[config.mk]
export PLATFORM = sky130hd
export DESIGN_NAME = bf_uart_io
export DESIGN_NICKNAME = d
export VERILOG_FILES = /design/src/rtl/bf_uart_io.sv
export SDC_FILE = /design/constraint.sdc
export NUM_CORES = 1
export LEC_CHECK = 0
export CAP_MARGIN = 20
export CORE_ASPECT_RATIO = 1.5
export CORE_MARGIN = 1.5
export CORE_UTILIZATION = 43
export DETAILED_ROUTE_END_ITERATION = 6
export GPL_ROUTABILITY_DRIVEN = 0
export GPL_TIMING_DRIVEN = 1
export PLACE_DENSITY_LB_ADDON = 0.08
export SLEW_MARGIN = 20
export SYNTH_ARGS = -nofsm -noshare
export SYNTH_HDL_FRONTEND = slang
export SYNTH_SLANG_ARGS = --single-unit
export TNS_END_PERCENT = 5
[constraint.sdc]
create_clock -name clk -period 3 [get_ports clk]
set_input_delay 0.6 -clock clk [delete_from_list [all_inputs] [get_ports clk]]
set_output_delay 0.6 -clock clk [all_outputs]
set_load 0.03 [all_outputs]
[src/rtl/bf_uart_io.sv]
// bf_uart_io: byte-wide UART on the bfcpu io port.
// A write blocks until the TX shifter is free, then starts a frame.
// A read blocks until the RX FIFO holds a byte, then returns it.
// Every request gets exactly one io_ack pulse.
// io_req must drop before the next request is accepted.

`ifndef DIRECTION_WRITE
`define DIRECTION_WRITE 1'b1
`endif

module bf_uart_io #(
  parameter int BAUD_DIV   = 208,
  parameter int RX_FIFO_AW = 2
) (
  input  logic       clk,
  input  logic       rst,
  input  logic       io_req,
  input  logic       io_dir,
  input  logic [7:0] io_wdata,
  output logic       io_ack,
  output logic [7:0] io_rdata,
  output logic       uart_tx,
  input  logic       uart_rx,
  output logic       tx_busy,
  output logic       rx_overflow,
  output logic       rx_frame_err
);

  localparam int DEPTH = 1 << RX_FIFO_AW;
  localparam int CNT_W = $clog2(BAUD_DIV + 1);
  localparam logic [CNT_W-1:0] BAUD_LAST = CNT_W'(BAUD_DIV - 1);
  localparam logic [CNT_W-1:0] BAUD_FULL = CNT_W'(BAUD_DIV);
  localparam logic [CNT_W-1:0] BAUD_HALF = CNT_W'(BAUD_DIV / 2);
  localparam logic [CNT_W-1:0] CNT_ONE   = CNT_W'(1);

  typedef enum logic [1:0] {IO_IDLE, IO_WR, IO_RD, IO_DONE} io_state_t;
  typedef enum logic [2:0] {RX_IDLE, RX_START, RX_DATA, RX_STOP, RX_WAIT} rx_state_t;

  // io handshake
  io_state_t io_state_q, io_state_d;
  logic       accept, tx_load, fifo_pop;
  logic       io_ack_q;
  logic [7:0] io_rdata_q;
  logic [7:0] wdata_q;

  // TX serializer
  logic             tx_busy_q, tx_q;
  logic [3:0]       tx_bits_left_q;
  logic [CNT_W-1:0] tx_baud_q;
  logic [8:0]       tx_sh_q;
  logic             tx_baud_end;

  // RX deserializer
  logic             rx_meta_q, rx_s_q;
  rx_state_t        rx_state_q, rx_state_d;
  logic [CNT_W-1:0] rx_cnt_q, rx_cnt_d;
  logic [2:0]       rx_bit_q, rx_bit_d;
  logic [7:0]       rx_sh_q;
  logic             rx_shift, rx_push, rx_ferr_set;

  // RX FIFO
  logic [7:0]            fifo_mem [DEPTH];
  logic [RX_FIFO_AW-1:0] wr_ptr_q, rd_ptr_q;
  logic [RX_FIFO_AW:0]   fifo_cnt_q;
  logic                  fifo_full, fifo_empty, push_ok;

  // sticky status
  logic overflow_q, frame_err_q;

  assign fifo_full  = (fifo_cnt_q == (RX_FIFO_AW + 1)'(DEPTH));
  assign fifo_empty = (fifo_cnt_q == '0);
  assign push_ok    = rx_push && (!fifo_full || fifo_pop);

  // io FSM next state: accept, then wait for the shifter or a byte, then wait for req to drop
  always_comb begin
    io_state_d = io_state_q;
    accept     = 1'b0;
    tx_load    = 1'b0;
    fifo_pop   = 1'b0;
    case (io_state_q)
      IO_IDLE: if (io_req) begin
        accept     = 1'b1;
        io_state_d = (io_dir == `DIRECTION_WRITE) ? IO_WR : IO_RD;
      end
      IO_WR: if (!tx_busy_q) begin
        tx_load    = 1'b1;
        io_state_d = IO_DONE;
      end
      IO_RD: if (!fifo_empty) begin
        fifo_pop   = 1'b1;
        io_state_d = IO_DONE;
      end
      IO_DONE: if (!io_req) io_state_d = IO_IDLE;
      default: io_state_d = IO_IDLE;
    endcase
  end

  // io FSM state, ack pulse and read data register
  always_ff @(posedge clk) begin
    if (rst) begin
      io_state_q <= IO_IDLE;
      io_ack_q   <= 1'b0;
      io_rdata_q <= 8'h00;
    end else begin
      io_state_q <= io_state_d;
      io_ack_q   <= tx_load | fifo_pop;
      if (fifo_pop) io_rdata_q <= fifo_mem[rd_ptr_q];
    end
  end

  // write byte is captured when the request is accepted
  always_ff @(posedge clk) begin
    if (accept) wdata_q <= io_wdata;
  end

  assign tx_baud_end = (tx_baud_q == BAUD_LAST);

  // TX control: start bit on load, then 8 data bits and a stop bit, BAUD_DIV cycles each
  always_ff @(posedge clk) begin
    if (rst) begin
      tx_busy_q      <= 1'b0;
      tx_q           <= 1'b1;
      tx_bits_left_q <= 4'd0;
      tx_baud_q      <= '0;
    end else if (tx_load) begin
      tx_busy_q      <= 1'b1;
      tx_q           <= 1'b0;
      tx_bits_left_q <= 4'd9;
      tx_baud_q      <= '0;
    end else if (tx_busy_q) begin
      if (tx_baud_end) begin
        tx_baud_q <= '0;
        if (tx_bits_left_q == 4'd0) begin
          tx_busy_q <= 1'b0;
          tx_q      <= 1'b1;
        end else begin
          tx_q           <= tx_sh_q[0];
          tx_bits_left_q <= tx_bits_left_q - 4'd1;
        end
      end else begin
        tx_baud_q <= tx_baud_q + CNT_ONE;
      end
    end
  end

  // TX shift register holds the data bits followed by the stop bit
  always_ff @(posedge clk) begin
    if (tx_load) begin
      tx_sh_q <= {1'b1, wdata_q};
    end else if (tx_busy_q && tx_baud_end && (tx_bits_left_q != 4'd0)) begin
      tx_sh_q <= {1'b1, tx_sh_q[8:1]};
    end
  end

  // two-flop synchronizer for the asynchronous serial input; idles high
  always_ff @(posedge clk) begin
    if (rst) begin
      rx_meta_q <= 1'b1;
      rx_s_q    <= 1'b1;
    end else begin
      rx_meta_q <= uart_rx;
      rx_s_q    <= rx_meta_q;
    end
  end

  // RX FSM next state: mid-bit start check, then data and stop sampled every BAUD_DIV cycles
  always_comb begin
    rx_state_d  = rx_state_q;
    rx_cnt_d    = rx_cnt_q + CNT_ONE;
    rx_bit_d    = rx_bit_q;
    rx_shift    = 1'b0;
    rx_push     = 1'b0;
    rx_ferr_set = 1'b0;
    case (rx_state_q)
      RX_IDLE: begin
        rx_cnt_d = CNT_ONE;
        if (!rx_s_q) rx_state_d = RX_START;
      end
      RX_START: if (rx_cnt_q == BAUD_HALF) begin
        rx_cnt_d = CNT_ONE;
        rx_bit_d = 3'd0;
        rx_state_d = rx_s_q ? RX_IDLE : RX_DATA;
      end
      RX_DATA: if (rx_cnt_q == BAUD_FULL) begin
        rx_cnt_d = CNT_ONE;
        rx_shift = 1'b1;
        if (rx_bit_q == 3'd7) rx_state_d = RX_STOP;
        else                  rx_bit_d   = rx_bit_q + 3'd1;
      end
      RX_STOP: if (rx_cnt_q == BAUD_FULL) begin
        if (rx_s_q) begin
          rx_push    = 1'b1;
          rx_state_d = RX_IDLE;
        end else begin
          rx_ferr_set = 1'b1;
          rx_state_d  = RX_WAIT;
        end
      end
      RX_WAIT: if (rx_s_q) rx_state_d = RX_IDLE;
      default: rx_state_d = RX_IDLE;
    endcase
  end

  // RX FSM state and bit counters
  always_ff @(posedge clk) begin
    if (rst) begin
      rx_state_q <= RX_IDLE;
      rx_cnt_q   <= '0;
      rx_bit_q   <= 3'd0;
    end else begin
      rx_state_q <= rx_state_d;
      rx_cnt_q   <= rx_cnt_d;
      rx_bit_q   <= rx_bit_d;
    end
  end

  // RX shift register fills LSB first
  always_ff @(posedge clk) begin
    if (rx_shift) rx_sh_q <= {rx_s_q, rx_sh_q[7:1]};
  end

  // FIFO storage
  always_ff @(posedge clk) begin
    if (push_ok) fifo_mem[wr_ptr_q] <= rx_sh_q;
  end

  // FIFO pointers and occupancy; a pop frees room for a push in the same cycle
  always_ff @(posedge clk) begin
    if (rst) begin
      wr_ptr_q   <= '0;
      rd_ptr_q   <= '0;
      fifo_cnt_q <= '0;
    end else begin
      if (push_ok)  wr_ptr_q <= wr_ptr_q + 1'b1;
      if (fifo_pop) rd_ptr_q <= rd_ptr_q + 1'b1;
      case ({push_ok, fifo_pop})
        2'b10:   fifo_cnt_q <= fifo_cnt_q + 1'b1;
        2'b01:   fifo_cnt_q <= fifo_cnt_q - 1'b1;
        default: fifo_cnt_q <= fifo_cnt_q;
      endcase
    end
  end

  // sticky error flags, cleared only by reset
  always_ff @(posedge clk) begin
    if (rst) begin
      overflow_q  <= 1'b0;
      frame_err_q <= 1'b0;
    end else begin
      if (rx_push && fifo_full && !fifo_pop) overflow_q <= 1'b1;
      if (rx_ferr_set) frame_err_q <= 1'b1;
    end
  end

  assign io_ack       = io_ack_q;
  assign io_rdata     = io_rdata_q;
  assign uart_tx      = tx_q;
  assign tx_busy      = tx_busy_q;
  assign rx_overflow  = overflow_q;
  assign rx_frame_err = frame_err_q;

endmodule

* After elaboration in Yosys (flattened, before gate mapping)
Memories as Yosys holds them, arrays and structs flattened. A register that Yosys moved wholly into a read port is not among the register bits.
Index checks and enable logic that the tools add are counted.
** Operators by class
- Eq/ne operators :: 26
- Bitwise operators :: 2
- Reductions and logical operators :: 25
- Mux-type cells :: 54
- Add/subtract/negate cells :: 8
** Operator list (number)
- $mux W8 :: 5
- $mux W3 :: 10
- $mux W1 :: 24
- $ne A2 B2 Y1 const B :: 12
- $pmux W8 S3 :: 1
- $add A8 B1 Y8 const B :: 2
- $eq A8 B8 Y1 const B :: 2
- $mux W4 :: 4
- $pmux W3 S5 :: 1
- $mux W2 :: 6
- $pmux W3 S2 :: 2
- $reduce_bool A2 Y1 :: 5
- $eq A3 B3 Y1 const B :: 3
- $eq A8 B7 Y1 const B :: 1
- $pmux W2 S4 :: 1
- $reduce_and A4 Y1 :: 2
- $add A3 B1 Y3 const B :: 2
- $eq A2 B2 Y1 const B :: 3
- $eq A3 B2 Y1 const B :: 2
- $logic_not A3 Y1 :: 2
- $reduce_and A3 Y1 :: 2
- $reduce_and A6 Y1 :: 1
- $logic_and A1 B1 Y1 :: 5
- $add A2 B1 Y2 const B :: 2
- other kinds (13) :: 15
** Storage, ports and cells
- Output and inout bits :: 13
- RAM bits :: 32
- Memories :: 1
- Input port bits :: 13
- Register bits after elaboration :: 66
- Word-level logic and storage cells :: 136
** Memory list
- fifo_mem :: words 4, width 8, rd ports 1, clocked after Yosys merged registers in 1, write ports 1, line 62 : logic [7:0] fifo_mem [DEPTH];

* Longest topological paths before layout
- Depth in word-level cells :: 7
- Depth in mapped cells :: 10
- Depth with buffers taken out :: 9

* Worst setup path after synthesis
Ideal clock, no wire load.
- Path type :: register -> register
- Start point :: register rx_cnt_q[0]
- End point :: register fifo_cnt_q[2]
- Required time :: 2.877 ns
- Path buffers :: 1
- Setup slack :: 0.723 ns
- Cell stages (with the launch flop) :: 10
- Clock period less this slack :: 2.277 ns
- Arrival time :: 2.153 ns
- Setup time :: 0.123 ns
- Cell sequence :: dfxtp_1 -> inv_1 -> ha_1 -> and3b_1 -> buf_2 -> a31oi_1 -> inv_1 -> fa_1 -> a22oi_1 -> mux2_1
** Between the ends
- Longest elaborated chain between the ends :: 6
- Elaborated cells on any way between the ends :: 8
- Classes of those cells :: 3 x eq/ne; 3 x mux; 2 x reduce/logical
** Ends and longest elaborated chain
- start: declaration :: line 56 : logic [CNT_W-1:0] rx_cnt_q, rx_cnt_d;
- start signal: assignment :: line 212 : rx_cnt_q <= rx_cnt_d;
- $eq A8 B8 Y1 * :: line 190 : RX_STOP: if (rx_cnt_q == BAUD_FULL) begin
- $mux W1 * :: line 190
- $mux W1 * :: line 174 : case (rx_state_q)
- $logic_and A1 B1 Y1 * :: line 72 : assign push_ok = rx_push && (!fifo_full || fifo_pop);
- $eq A2 B1 Y1 or $eq A2 B2 Y1 (tied branches) :: line 236 : case ({push_ok, fifo_pop})
- $pmux W3 S2 or $reduce_bool A2 Y1 (tied branches)
- end signal: assignment :: line 237 : 2'b10: fifo_cnt_q <= fifo_cnt_q + 1'b1;
- end signal: assignment :: line 238 : 2'b01: fifo_cnt_q <= fifo_cnt_q - 1'b1;
- end signal: assignment :: line 239 : default: fifo_cnt_q <= fifo_cnt_q;
- end: declaration :: line 64 : logic [RX_FIFO_AW:0] fifo_cnt_q;
Mark *: on every way between the ends. The rest lies on a longest branch, timed or not.
A chain may end at the register's enable or synchronous reset.

* Final worst setup path
Same ends and word-level chain as after synthesis.

==> impl_metrics.csv <==
group,metric,value,unit
outcome,status,"finished, final reports clean",
sta,setup_viol,0,
sta,whs,418,ps
worst_setup_path,path_depth,8,
sta,hold_viol_final,0,
synthesis,yosysWarningCount,0,
worst_setup_path,cp-end-kind,"flip-flop",
floorplan,core_area,0.0102,sq mm
floorplan,num_rows,45,
sta,setup_slack,613,ps
sta,finalCritPeriodShare,79.6,%
clocking,post_cts_resized,0,
clocking,htree_levels,3,
synthesis,yosysSeqAreaShare,58.8,%
layout,area_delta_synth_final,14.3,%
sta,maxSlewViolCount,0,
worst_setup_path,reg2regPathDepth,8,
run,cap_violations,0,
floorplan,start_util,44.5,%
detailed_routing,drtAntennaViolNets,0,
placed_design,io_buffers,25,
layout,drive_gt1_share,11.3,%
clocking,numCtsBuffers,9,
placed_design,dp_slack,608,ps
worst_setup_path,worst-path-max-fanout,10,
floorplan,io_pins,26,
synthesis,ys_seq_elements,106,
worst_setup_path,required,3230,ps
global_routing,grt_use_total,15.6,%
global_routing,overflow,0,
min_path,min_path_cells,1,
synthesis,synth_edf_count,56,
worst_setup_path,crit_slowest_cell,"fa_1",
synthesis,yosysTopAreaCell,"edfxtp_1",
clocking,cts_hold_buf,0,
global_routing,grt_pass1_wl,13400,microns
floorplan,die-area,0.0113,sq mm
layout,nNetsFinal,423,
worst_setup_path,crit_family,"adder cells",
sta,period_minus_slack,2390,ps
clocking,cts_setup_buffers,0,
clocking,cts_root_buffer,"clkbuf_16",
clocking,cts_tree,"built",
sta,grt_setup_unrepaired,"false",
worst_setup_path,path_cells,"inv_1 -> ha_1 -> and3b_1 -> a31oi_1 -> inv_1 -> fa_1 -> a22oi_1 -> mux2_1",
worst_setup_path,critPathMaxStageDelay,390,ps
detailed_routing,post-route-drc-count,0,
min_path,min-delay-path-class,"reg2reg",
floorplan,die_h,129,microns
synthesis,synth_area,0.00456,sq mm
detailed_routing,drt_pre_antenna_iters,4,
layout,final-seq-area,0.00268,sq mm
worst_setup_path,path_buf_inv,2,
detailed_routing,wl,8010,microns
synthesis,syn_nets,401,
sta,tns,0,ps
placed_design,dp_hpwl,5610,microns
detailed_routing,vias_per_cell,5.09,
power,leakage,1.83,nW
layout,multi_input_area,0.00174,sq mm
global_routing,grt_antenna_before_repair,0,
power,p_total,0.00338,W
detailed_routing,wl_per_cell,14.8,microns
synthesis,ys.flop_type,"edfxtp_1",
detailed_routing,vias,2751,
global_routing,grt_pass1_vias,2741,
synthesis,async_flop_share,0,%
global_routing,grt_max_degree,31,
sta,worst_pin_slew,663,ps
sta,fmax,419,MHz
worst_setup_path,path_class,"reg2reg",
clocking,clockBufferDepth,2,
detailed_routing,first_iter_violations,107,
synthesis,synth.avg_cell_area,12.2,sq um
clocking,clkLatencyLatePin,340,ps
worst_setup_path,cp.arrival,2620,ps
synthesis,netlist_top_cells_area,"edfxtp_1, dfxtp_1, nand2_1, mux4_2, ha_1",
clocking,cts_sinks,106,
worst_setup_path,startpoint_type,"flip-flop",
synthesis,syn_inst,373,
power,ir_worst_vdd,0.000290,V
floorplan,die_x,87.1,microns
worst_setup_path,cp_common_cell,"inv_1",
clocking,clk_pin_slew,70,ps
placed_design,dp_cells,525,
sta,fin_skew,5.50,ps
power,power.density,648,mW/mm^2
sta,slew_headroom,55.7,%
synthesis,synth_cell_type_count,70,
layout,stdcell_count,541,
layout,antenna_cells,0,
synthesis,synth_top_area_share,36.8,%
layout,num-fill-cells,933,
[flip-flops by register name, indices dropped and copies added (netlist names), 2 cells and up]
signal / count
rx_bit_q: 3
rx_sh_q: 8
wr_ptr_q: 2
rx_state_q: 3
io_state_q: 2
fifo_mem: 32
fifo_cnt_q: 3
rx_cnt_q: 8
rd_ptr_q: 2
tx_bits_left_q: 4
wdata_q: 8
io_rdata: 8
tx_baud_q: 8
tx_sh_q: 8
[synthesized netlist by cell type, drive strengths merged, types with 3 or more instances]
cell type,count
nand2b,3
ha,14
o21ai,4
nand2,53
edfxtp,56
mux4,8
and2,5
nand4,3
nor2b,4
or2,3
a31o,3
or3b,3
buf,8
mux2,6
nor3,6
a21oi,18
mux2i,3
nand3,8
xnor2,8
inv,15
xor2,11
dfxtp,50
clkbuf,10
nor2,30
nor3b,3
[routing by layer]
metal  up-vias  wire length, microns  share of wire, %  global-route usage (%)
met5         -                     0                 0                       0
met4         0                   134               1.7                    6.82
met3         9                   200               2.5                    3.31
met2        25                  4150                52                    27.1
met1      1342                  3520                44                    18.5
li1       1375                     -                 -                       -
[logic make-up after synthesis]
family                   after synthesis  synth area share [%]
AND/OR/NAND/NOR                      137                  16.5
flip-flops                           106                  58.8
AO/OA/AOI/OAI                         46                  7.59
buffers and inverters                 33                  3.07
XOR/XNOR                              19                  3.65
multiplexers                          17                  6.17
adder cells (fa/ha/maj)               15                  4.28
[stage by stage]
step                utilization, %  instance area, sq um
finish                        50.9                  5220
global route                  50.9                  5220
CTS                           50.9                  5220
detailed placement            48.2                  4940
global placement              48.2                  4940
floorplan                        -                  4560
[power breakdown]
part	switching, W	internal [W]	leakage, nW
sequential	0.0000761	0.00166	0.913
clock	0.000524	0.000572	0.133
combinational	0.000314	0.000229	0.786
[cells in the final DEF (no fill, tap or decap), types with 8 or more instances in the layout]
cell type        netlist  routed
a21oi_1               17      17
inv_1                 15      15
xnor2_1                8       8
xor2_1                11      11
mux4_2                 8       8
edfxtp_1              56      56
nor2_1                30      30
nand2_1               53      53
clkdlybuf4s50_1        0      25
nand3_1                8       8
ha_1                  14      14
clkbuf_16              0       9
dfxtp_1               50      50
[final cells by class]
class / count / area share, %
Sequential cell: 106 / 51.4
Multi-Input combinational cell: 234 / 33.4
Timing Repair Buffer: 29 / 5.37
Clock buffer: 10 / 4.39
Tap cell: 141 / 3.38
Inverter: 15 / 1.08
Clock inverter: 6 / 0.936
[final timing paths]
kind | from | slack [ps] | to
hold / removal | rx_meta_q | 420 | rx_s_q
setup reg to reg | rx_cnt_q[0] | 610 | fifo_cnt_q[2]
hold reg to reg | rx_meta_q | 420 | rx_s_q
setup / recovery | rx_cnt_q[0] | 610 | fifo_cnt_q[2]
No activity file was read; power rests on OpenSTA's default activity.
